File: config.mk
export PLATFORM = sky130hd
export DESIGN_NAME = serial_eq_checker_amisha_flat
export DESIGN_NICKNAME = d
export VERILOG_FILES = /design/src/rtl/serial_eq_checker_amisha_if.sv /design/src/rtl/serial_eq_checker_amisha.sv /design/src/flat_wrapper.sv
export SDC_FILE = /design/constraint.sdc
export NUM_CORES = 1
export LEC_CHECK = 0
export ABC_AREA = 1
export CAP_MARGIN = 10
export CORE_ASPECT_RATIO = 1.4
export CORE_UTILIZATION = 47
export DETAILED_ROUTE_END_ITERATION = 12
export GPL_TIMING_DRIVEN = 1
export HOLD_SLACK_MARGIN = 0.12
export PLACE_DENSITY_LB_ADDON = 0.08
export SYNTH_ARGS = -nofsm -noshare
export SYNTH_HDL_FRONTEND = slang
export SYNTH_SLANG_ARGS = --single-unit
File: constraint.sdc
create_clock -name clk_amisha -period 1.3 [get_ports clk_amisha]
set_clock_uncertainty 0.05 [all_clocks]
set_input_delay 0.26 -clock clk_amisha [delete_from_list [all_inputs] [get_ports clk_amisha]]
set_output_delay 0.26 -clock clk_amisha [all_outputs]
set_load 0.05 [all_outputs]
File: src/rtl/serial_eq_checker_amisha_if.sv
// rtl/serial_eq_checker_amisha_if.sv - bit-pair stream and frame result bundle for the serial equality checker
interface serial_eq_checker_amisha_if #(
  parameter int IDX_W = 3
);
  logic             start_amisha;
  logic             abort_amisha;
  logic             bit_valid_amisha;
  logic             i0_amisha;
  logic             i1_amisha;
  logic             busy_amisha;
  logic             done_amisha;
  logic             eq_word_amisha;
  logic [IDX_W:0]   mism_cnt_amisha;
  logic [IDX_W-1:0] first_mism_idx_amisha;

  modport master (
    output start_amisha, abort_amisha, bit_valid_amisha, i0_amisha, i1_amisha,
    input  busy_amisha, done_amisha, eq_word_amisha, mism_cnt_amisha, first_mism_idx_amisha
  );

  modport slave (
    input  start_amisha, abort_amisha, bit_valid_amisha, i0_amisha, i1_amisha,
    output busy_amisha, done_amisha, eq_word_amisha, mism_cnt_amisha, first_mism_idx_amisha
  );
endinterface

File: src/rtl/serial_eq_checker_amisha.sv
// rtl/serial_eq_checker_amisha.sv - frame-level equality checker over a serial stream of bit pairs
module serial_eq_checker_amisha #(
  parameter int N_BITS = 8,
  parameter int IDX_W  = 3
) (
  input  logic                       clk_amisha,
  input  logic                       rst_n_amisha,
  serial_eq_checker_amisha_if.slave  bus
);
  localparam logic [1:0]       ST_IDLE  = 2'd0;
  localparam logic [1:0]       ST_CMP   = 2'd1;
  localparam logic [1:0]       ST_DONE  = 2'd2;
  localparam logic [IDX_W-1:0] LAST_IDX = IDX_W'(N_BITS - 1);
  localparam logic [IDX_W-1:0] IDX_ONE  = {{(IDX_W-1){1'b0}}, 1'b1};

  logic [1:0]       state;
  logic [IDX_W-1:0] bit_idx;
  logic [IDX_W:0]   run_cnt;
  logic             first_seen;
  logic [IDX_W-1:0] run_first_idx;

  logic             busy_q;
  logic             done_q;
  logic             eq_q;
  logic [IDX_W:0]   cnt_q;
  logic [IDX_W-1:0] idx_q;

  logic             mism;
  logic [IDX_W:0]   cnt_next;
  logic [IDX_W-1:0] first_next;

  // Running totals including the pair presented this cycle, so the last
  // pair can be folded into the result on the same edge.
  always_comb begin
    mism       = bus.i0_amisha ^ bus.i1_amisha;
    cnt_next   = run_cnt + {{IDX_W{1'b0}}, mism};
    first_next = (mism && !first_seen) ? bit_idx : run_first_idx;
  end

  always_ff @(posedge clk_amisha or negedge rst_n_amisha) begin
    if (!rst_n_amisha) begin
      state         <= ST_IDLE;
      bit_idx       <= '0;
      run_cnt       <= '0;
      first_seen    <= 1'b0;
      run_first_idx <= '0;
      busy_q        <= 1'b0;
      done_q        <= 1'b0;
      eq_q          <= 1'b0;
      cnt_q         <= '0;
      idx_q         <= '0;
    end else begin
      done_q <= 1'b0;
      case (state)
        ST_IDLE: begin
          if (bus.start_amisha) begin
            state         <= ST_CMP;
            busy_q        <= 1'b1;
            bit_idx       <= '0;
            run_cnt       <= '0;
            first_seen    <= 1'b0;
            run_first_idx <= '0;
          end
        end
        ST_CMP: begin
          // Abort wins even over a simultaneous last pair.
          if (bus.abort_amisha) begin
            state  <= ST_IDLE;
            busy_q <= 1'b0;
          end else if (bus.bit_valid_amisha) begin
            run_cnt       <= cnt_next;
            run_first_idx <= first_next;
            first_seen    <= first_seen | mism;
            if (bit_idx == LAST_IDX) begin
              state  <= ST_DONE;
              busy_q <= 1'b0;
              done_q <= 1'b1;
              eq_q   <= (cnt_next == '0);
              cnt_q  <= cnt_next;
              idx_q  <= first_next;
            end else begin
              bit_idx <= bit_idx + IDX_ONE;
            end
          end
        end
        ST_DONE: begin
          if (bus.start_amisha) begin
            state         <= ST_CMP;
            busy_q        <= 1'b1;
            bit_idx       <= '0;
            run_cnt       <= '0;
            first_seen    <= 1'b0;
            run_first_idx <= '0;
          end else begin
            state <= ST_IDLE;
          end
        end
        default: begin
          state  <= ST_IDLE;
          busy_q <= 1'b0;
        end
      endcase
    end
  end

  assign bus.busy_amisha           = busy_q;
  assign bus.done_amisha           = done_q;
  assign bus.eq_word_amisha        = eq_q;
  assign bus.mism_cnt_amisha       = cnt_q;
  assign bus.first_mism_idx_amisha = idx_q;
endmodule
File: src/flat_wrapper.sv
// flat-port wrapper written by rule: the top's interface ports become plain ports
module serial_eq_checker_amisha_flat 
#(
  parameter int N_BITS = 8,
  parameter int IDX_W  = 3
)
  (clk_amisha, rst_n_amisha, bus_start_amisha, bus_abort_amisha, bus_bit_valid_amisha, bus_i0_amisha, bus_i1_amisha, bus_busy_amisha, bus_done_amisha, bus_eq_word_amisha, bus_mism_cnt_amisha, bus_first_mism_idx_amisha);
  serial_eq_checker_amisha_if #(.IDX_W(IDX_W)) bus_i ();
  input  logic clk_amisha;
  input  logic rst_n_amisha;
  input wire logic [$bits(bus_i.start_amisha)-1:0] bus_start_amisha;
  input wire logic [$bits(bus_i.abort_amisha)-1:0] bus_abort_amisha;
  input wire logic [$bits(bus_i.bit_valid_amisha)-1:0] bus_bit_valid_amisha;
  input wire logic [$bits(bus_i.i0_amisha)-1:0] bus_i0_amisha;
  input wire logic [$bits(bus_i.i1_amisha)-1:0] bus_i1_amisha;
  output wire logic [$bits(bus_i.busy_amisha)-1:0] bus_busy_amisha;
  output wire logic [$bits(bus_i.done_amisha)-1:0] bus_done_amisha;
  output wire logic [$bits(bus_i.eq_word_amisha)-1:0] bus_eq_word_amisha;
  output wire logic [$bits(bus_i.mism_cnt_amisha)-1:0] bus_mism_cnt_amisha;
  output wire logic [$bits(bus_i.first_mism_idx_amisha)-1:0] bus_first_mism_idx_amisha;
  assign bus_i.start_amisha = bus_start_amisha;
  assign bus_i.abort_amisha = bus_abort_amisha;
  assign bus_i.bit_valid_amisha = bus_bit_valid_amisha;
  assign bus_i.i0_amisha = bus_i0_amisha;
  assign bus_i.i1_amisha = bus_i1_amisha;
  assign bus_busy_amisha = bus_i.busy_amisha;
  assign bus_done_amisha = bus_i.done_amisha;
  assign bus_eq_word_amisha = bus_i.eq_word_amisha;
  assign bus_mism_cnt_amisha = bus_i.mism_cnt_amisha;
  assign bus_first_mism_idx_amisha = bus_i.first_mism_idx_amisha;
  serial_eq_checker_amisha #(.N_BITS(N_BITS), .IDX_W(IDX_W)) u_core (.clk_amisha(clk_amisha), .rst_n_amisha(rst_n_amisha), .bus(bus_i));
endmodule
## Word level (Yosys, flattened, before mapping)

Index checks and enable logic that the tools add are counted.

| word-level totals | value |
|---|---|
| bits in read-only memories | 0 |
| input bits | 7 |
| bits in latches | 0 |
| register bits | 23 |
| memory bits (writable) | 0 |
| memories | 0 |

| operators by class | value |
|---|---|
| shift-type cells | 0 |
| mux-type cells | 32 |
| reductions and logical operators | 11 |
| divide/modulo/power cells | 0 |
| add/subtract/negate cells | 2 |
| order comparisons | 0 |
| bitwise operators | 3 |
| multipliers | 0 |
| equal/unequal tests | 10 |

Operators with widths:

| operator | count |
|---|---|
| 3-bit 2-to-1 mux | 7 |
| 1-bit 2-to-1 mux | 12 |
| 4-bit 2-to-1 mux | 3 |
| 3-bit one-hot mux with 2 select lines | 2 |
| 2-bit 2-to-1 mux | 4 |
| 2-bit != test, second input constant | 4 |
| 4-bit one-hot mux with 2 select lines | 1 |
| 4-bit AND reduction | 2 |
| 2-bit one-hot mux with 3 select lines | 1 |
| 3-bit AND reduction | 2 |
| 5-bit AND reduction | 1 |
| 4-bit by 1-bit adder with 4-bit output | 1 |
| 4-bit zero test | 1 |
| 1-bit one-hot mux with 2 select lines | 2 |
| 3-bit by 1-bit adder with 3-bit output, second input constant | 1 |
| 3-bit equality test, second input constant | 1 |
| 3-bit by 2-bit != test with 1-bit output, second input constant | 1 |
| 3-bit != test, second input constant | 1 |
| 2-bit by 1-bit equality test with 1-bit output, second input constant | 1 |
| 2-bit equality test, second input constant | 1 |
| 2-bit zero test | 1 |
| 2-bit by 1-bit != test with 1-bit output, second input constant | 1 |
| 2-bit nonzero test | 1 |
| 2-bit OR reduction | 1 |
| other kinds (5) | 5 |

## Logic depth before layout (Yosys ltp)

| depth | value |
|---|---|
| word-level depth | 6 |
| depth in mapped cells | 12 |

## Worst setup path before layout

OpenSTA, ideal clock, no wires.

| timing | value |
|---|---|
| kind | register to register |
| start point | register u_core.bit_idx[0] |
| end point | register u_core.eq_q, in the netlist u_core.bus.eq_word_amisha |
| path slack | -0.085 ns |
| stages on the path, launching flop included | 10 |
| data arrival time | 1.218 ns |
| buffers on the path | 1 |
| clock period less this slack | 1.385 ns |
| cells stage by stage | dfrtp_1 ha_1 ha_1 nand2_1 nor2_2 nand2_2 buf_6 nor2_8 nand3_2 nand2_1 |

| on the way | value |
|---|---|
| cells in the longest elaborated chain, start to end | 2 |

RTL lines:

| item | line | text |
|---|---|---|
| from (decl) | serial_eq_checker_amisha.sv:17 | `logic [IDX_W-1:0] bit_idx;` |
| from (signal assigned) | serial_eq_checker_amisha.sv:82 | `bit_idx <= bit_idx + IDX_ONE;` |
| 3-bit equality test | serial_eq_checker_amisha.sv:74 | `if (bit_idx == LAST_IDX) begin` |
| 4-bit AND reduction (no line) | n/a |  |
| to (signal assigned) | serial_eq_checker_amisha.sv:78 | `eq_q <= (cnt_next == '0);` |
| to (decl) | serial_eq_checker_amisha.sv:24 | `logic eq_q;` |

No other way between the ends.
A chain may end at the register's enable or synchronous reset.

## Worst setup path in the final report

Ends and elaborated chain as after synthesis.

==> flow_summary.toml <==
[run_status]
status = "complete, but fails checks"
violations = "setup timing"

[clock_network]
cts_tree = "done"
cts.sinks = 23
htree_num_levels = 1
cts_inserted_buffers = 3
clk-insertion-delay-late_ps = 320
root_buffer = "clkbuf_4"
cts.path.max_buffers = 2
cts.clk_slew.worst_paths_ps = 130

[floorplanning]
fp.dieH_um = 61.6
die-area_um2 = 2750
io_pins = 17
core_um2 = 2390
start_util_pct = 49.9
die_x_um = 44.6
row_count = 21

[run]
max_cap_viol_count = 0

[critical_path]
critical-path-slowest-cell = "dfrtp_1"
start_kind = "flip-flop"
path_delay_family = "simple AND/OR/NAND/NOR gates"
worstPathCellList = "ha_2 -> ha_4 -> nand2_4 -> nor2_4 -> nand2_4 -> buf_8 -> nor2_8 -> nand3_2 -> nand2_1"
cp_num_buf_inv = 1
arrival_ps = 1630
r2r_start = "u_core.bit_idx[0]"
critical_path_depth = 9
required_ps = 1520
cp-startpoint = "u_core.bit_idx[0]"
cp-endpoint = "u_core.bus.eq_word_amisha"
path_max_fanout = 5
worst_setup_path_end_kind = "flip-flop"
path_class = "reg2reg"
cpMostUsedCell = "nand2_4"
critPathMaxStageDelay_ps = 390
rr_worst_depth = 9
ff2ff_setup_slack_ps = -110
timing.rr.end = "u_core.bus.eq_word_amisha"

[detailed_routing]
vias = 1036
routed_wl_um = 2510
drc_errors = 0
post_drt_via_cell_ratio = 4.91
antenna_left = 0
dr.pass1.iters = 5
drt_iter0_drc = 28
wire_per_inst_um = 11.9

[finish]
layout-drive-gt1-share_pct = 31.6
fill_cells = 192
n_antenna_cell = 0
layout.nets = 189
syn_to_final_growth_pct = 44.2
utilization_pct = 72.0
final_cells = 211

[yosys]
synth.distinct_cells = 21
ys_ff_latch = 23
ys_seq_area_share_pct = 48.2
synth_nets = 156
synth_warnings = 0
synthesis.area_um2 = 1190
synth_area_per_cell_um2 = 8.23
syn_inst = 145

[grt]
antenna_found_initial = 0
grt_use_total_pct = 20.1
grt_pass1_wl_um = 4050
grt-ovfl-total = 0
first_global_vias = 961
grt_max_degree = 24

[power_and_ir_drop]
comb_power_share_pct = 32.5
vdd_ir_drop_max_mv = 0.704
p_seq_share_pct = 48.4
swShare_pct = 33.5
clkPwrFrac_pct = 19.1
p_per_area_nw_per_um2 = 1030
p_switching_w = 0.000593
p_leak_nw = 0.921
p_int_w = 0.00118

[timing]
relSlewSlack_pct = 82.4
grt_setup_unrepaired = "true"
tightest_slew_ps = 264
post-route-period-util_pct = 109
drv_slew = 0
layout_setup_ws_ps = -113
fmax_mhz = 708
finalHoldWorstSlack_ps = 227
min_period_ps = 1410
finalSetupViolCount = 12
hold_viol_final = 0

[placement]
place_hpwl_um = 1860
globalplace.congestion = 0.741
dpl_worst_slack_ps = -513
place_inst = 204
io_buffer_count = 16

[min_path]
hp-class = "in2async"
==> power groups by stage <==
stage | clock network [W] | registers (W) | logic [W]
2_1_floorplan | 0 | 0.000882 | 0.000299
3_3_place_gp | 0 | 0.000862 | 0.000514
3_5_place_dp | 0 | 0.000867 | 0.000527
4_1_cts | 0.000339 | 0.000856 | 0.000541
5_1_grt | 0.000368 | 0.000869 | 0.000645
6_report | 0.000337 | 0.000856 | 0.000575
==> cell type report <==
type                       instances  area (um2)  share of cell area [%]
inverter                          22        85.1                    4.94
sequential                        23         576                    33.4
clock inverter                     1        5.00                   0.291
timing repair buffer              30         400                    23.3
multi-input combinational         98         591                    34.3
clock buffer                       3        22.5                    1.31
tap                               34        42.5                    2.47
==> per-stage QoR <==
step / setup TNS, ps / total power, W / area, um2
after floorplan: 0 / 0.00118 / 1230
after global placement: -5460 / 0.00138 / 1600
after detailed placement: -5920 / 0.00139 / 1600
after CTS: -731 / 0.00174 / 1650
after global routing: -1930 / 0.00188 / 1720
final: -883 / 0.00177 / 1720
==> cell usage after synthesis <==
library cell  number  area, um2
or2_1              1       6.26
nor2_8             1       20.0
nand4_1            4       25.0
nand4_4            1       21.3
nor2_4             1       11.3
o21ai_0            2       10.0
nand3b_1           1       7.51
inv_2              1       3.75
buf_6              2       22.5
nor2_1             4       15.0
o21ai_1            1       5.00
inv_4              1       6.26
inv_1             20       75.1
dfrtp_1           23        576
ha_1               4       50.1
nand2_1           52        195
nand2_2            3       18.8
nand3_1           20        100
nand3_2            1       10.0
o21ai_2            1       8.76
nor2_2             1       6.26
==> placed cells by master, fill, tap and decap left out, types with 4 or more instances in the layout <==
master,count
buf_12,11
inv_1,15
nand2_2,7
dfrtp_1,23
nand3_1,20
clkdlybuf4s50_1,4
inv_2,6
nand4_1,4
buf_4,11
nand2_1,45
==> timing repair <==
item	in CTS	in global routing
gates resized for setup	9	11
pin swaps	4	2
gates cloned	0	1
hold buffers	0	0
setup endpoints to repair	16	15
buffers inserted	0	2
==> worst min-delay path by stage <==
stage / start / endpoint / slack, ps / cells past startpoint
2_1_floorplan: rst_n_amisha / u_core.bit_idx[0] / -90 / 0
3_3_place_gp: u_core.run_first_idx[2] / u_core.run_first_idx[2] / 440 / 2
3_5_place_dp: u_core.run_first_idx[2] / u_core.run_first_idx[2] / 440 / 2
4_1_cts: rst_n_amisha / u_core.bus.eq_word_amisha / 230 / 2
5_1_grt: rst_n_amisha / u_core.bus.eq_word_amisha / 230 / 2
6_report: rst_n_amisha / u_core.bus.eq_word_amisha / 230 / 2
==> logic make-up (layout without fill, tap and decap cells) <==
logic type               after synthesis  in the layout  share of synthesized area [%]
AND/OR/NAND/NOR                       90             90                           36.6
buffers and inverters                 24             56                           9.01
flip-flops                            23             23                           48.2
adder cells (fa/ha/maj)                4              4                           4.19
AO/OA/AOI/OAI                          4              4                           1.99
==> registers in the layout, indices dropped and copies added (netlist names) <==
name / cells
u_core.bit_idx: 3
u_core.bus.busy_amisha: 1
u_core.bus.done_amisha: 1
u_core.bus.eq_word_amisha: 1
u_core.bus.first_mism_idx_amisha: 3
u_core.bus.mism_cnt_amisha: 4
u_core.first_seen: 1
u_core.run_cnt: 4
u_core.run_first_idx: 3
u_core.state: 2
==> per-layer routing <==
| metal | GRT usage, % | up-vias | share of wire [%] |
|---|---|---|---|
| li1 | - | 521 | - |
| met1 | 22.5 | 490 | 40 |
| met2 | 38.0 | 20 | 56 |
| met3 | 2.64 | 5 | 1.8 |
| met4 | 7.79 | 0 | 1.6 |
| met5 | 0 | - | 0 |
(Power assumes the default switching activity.)
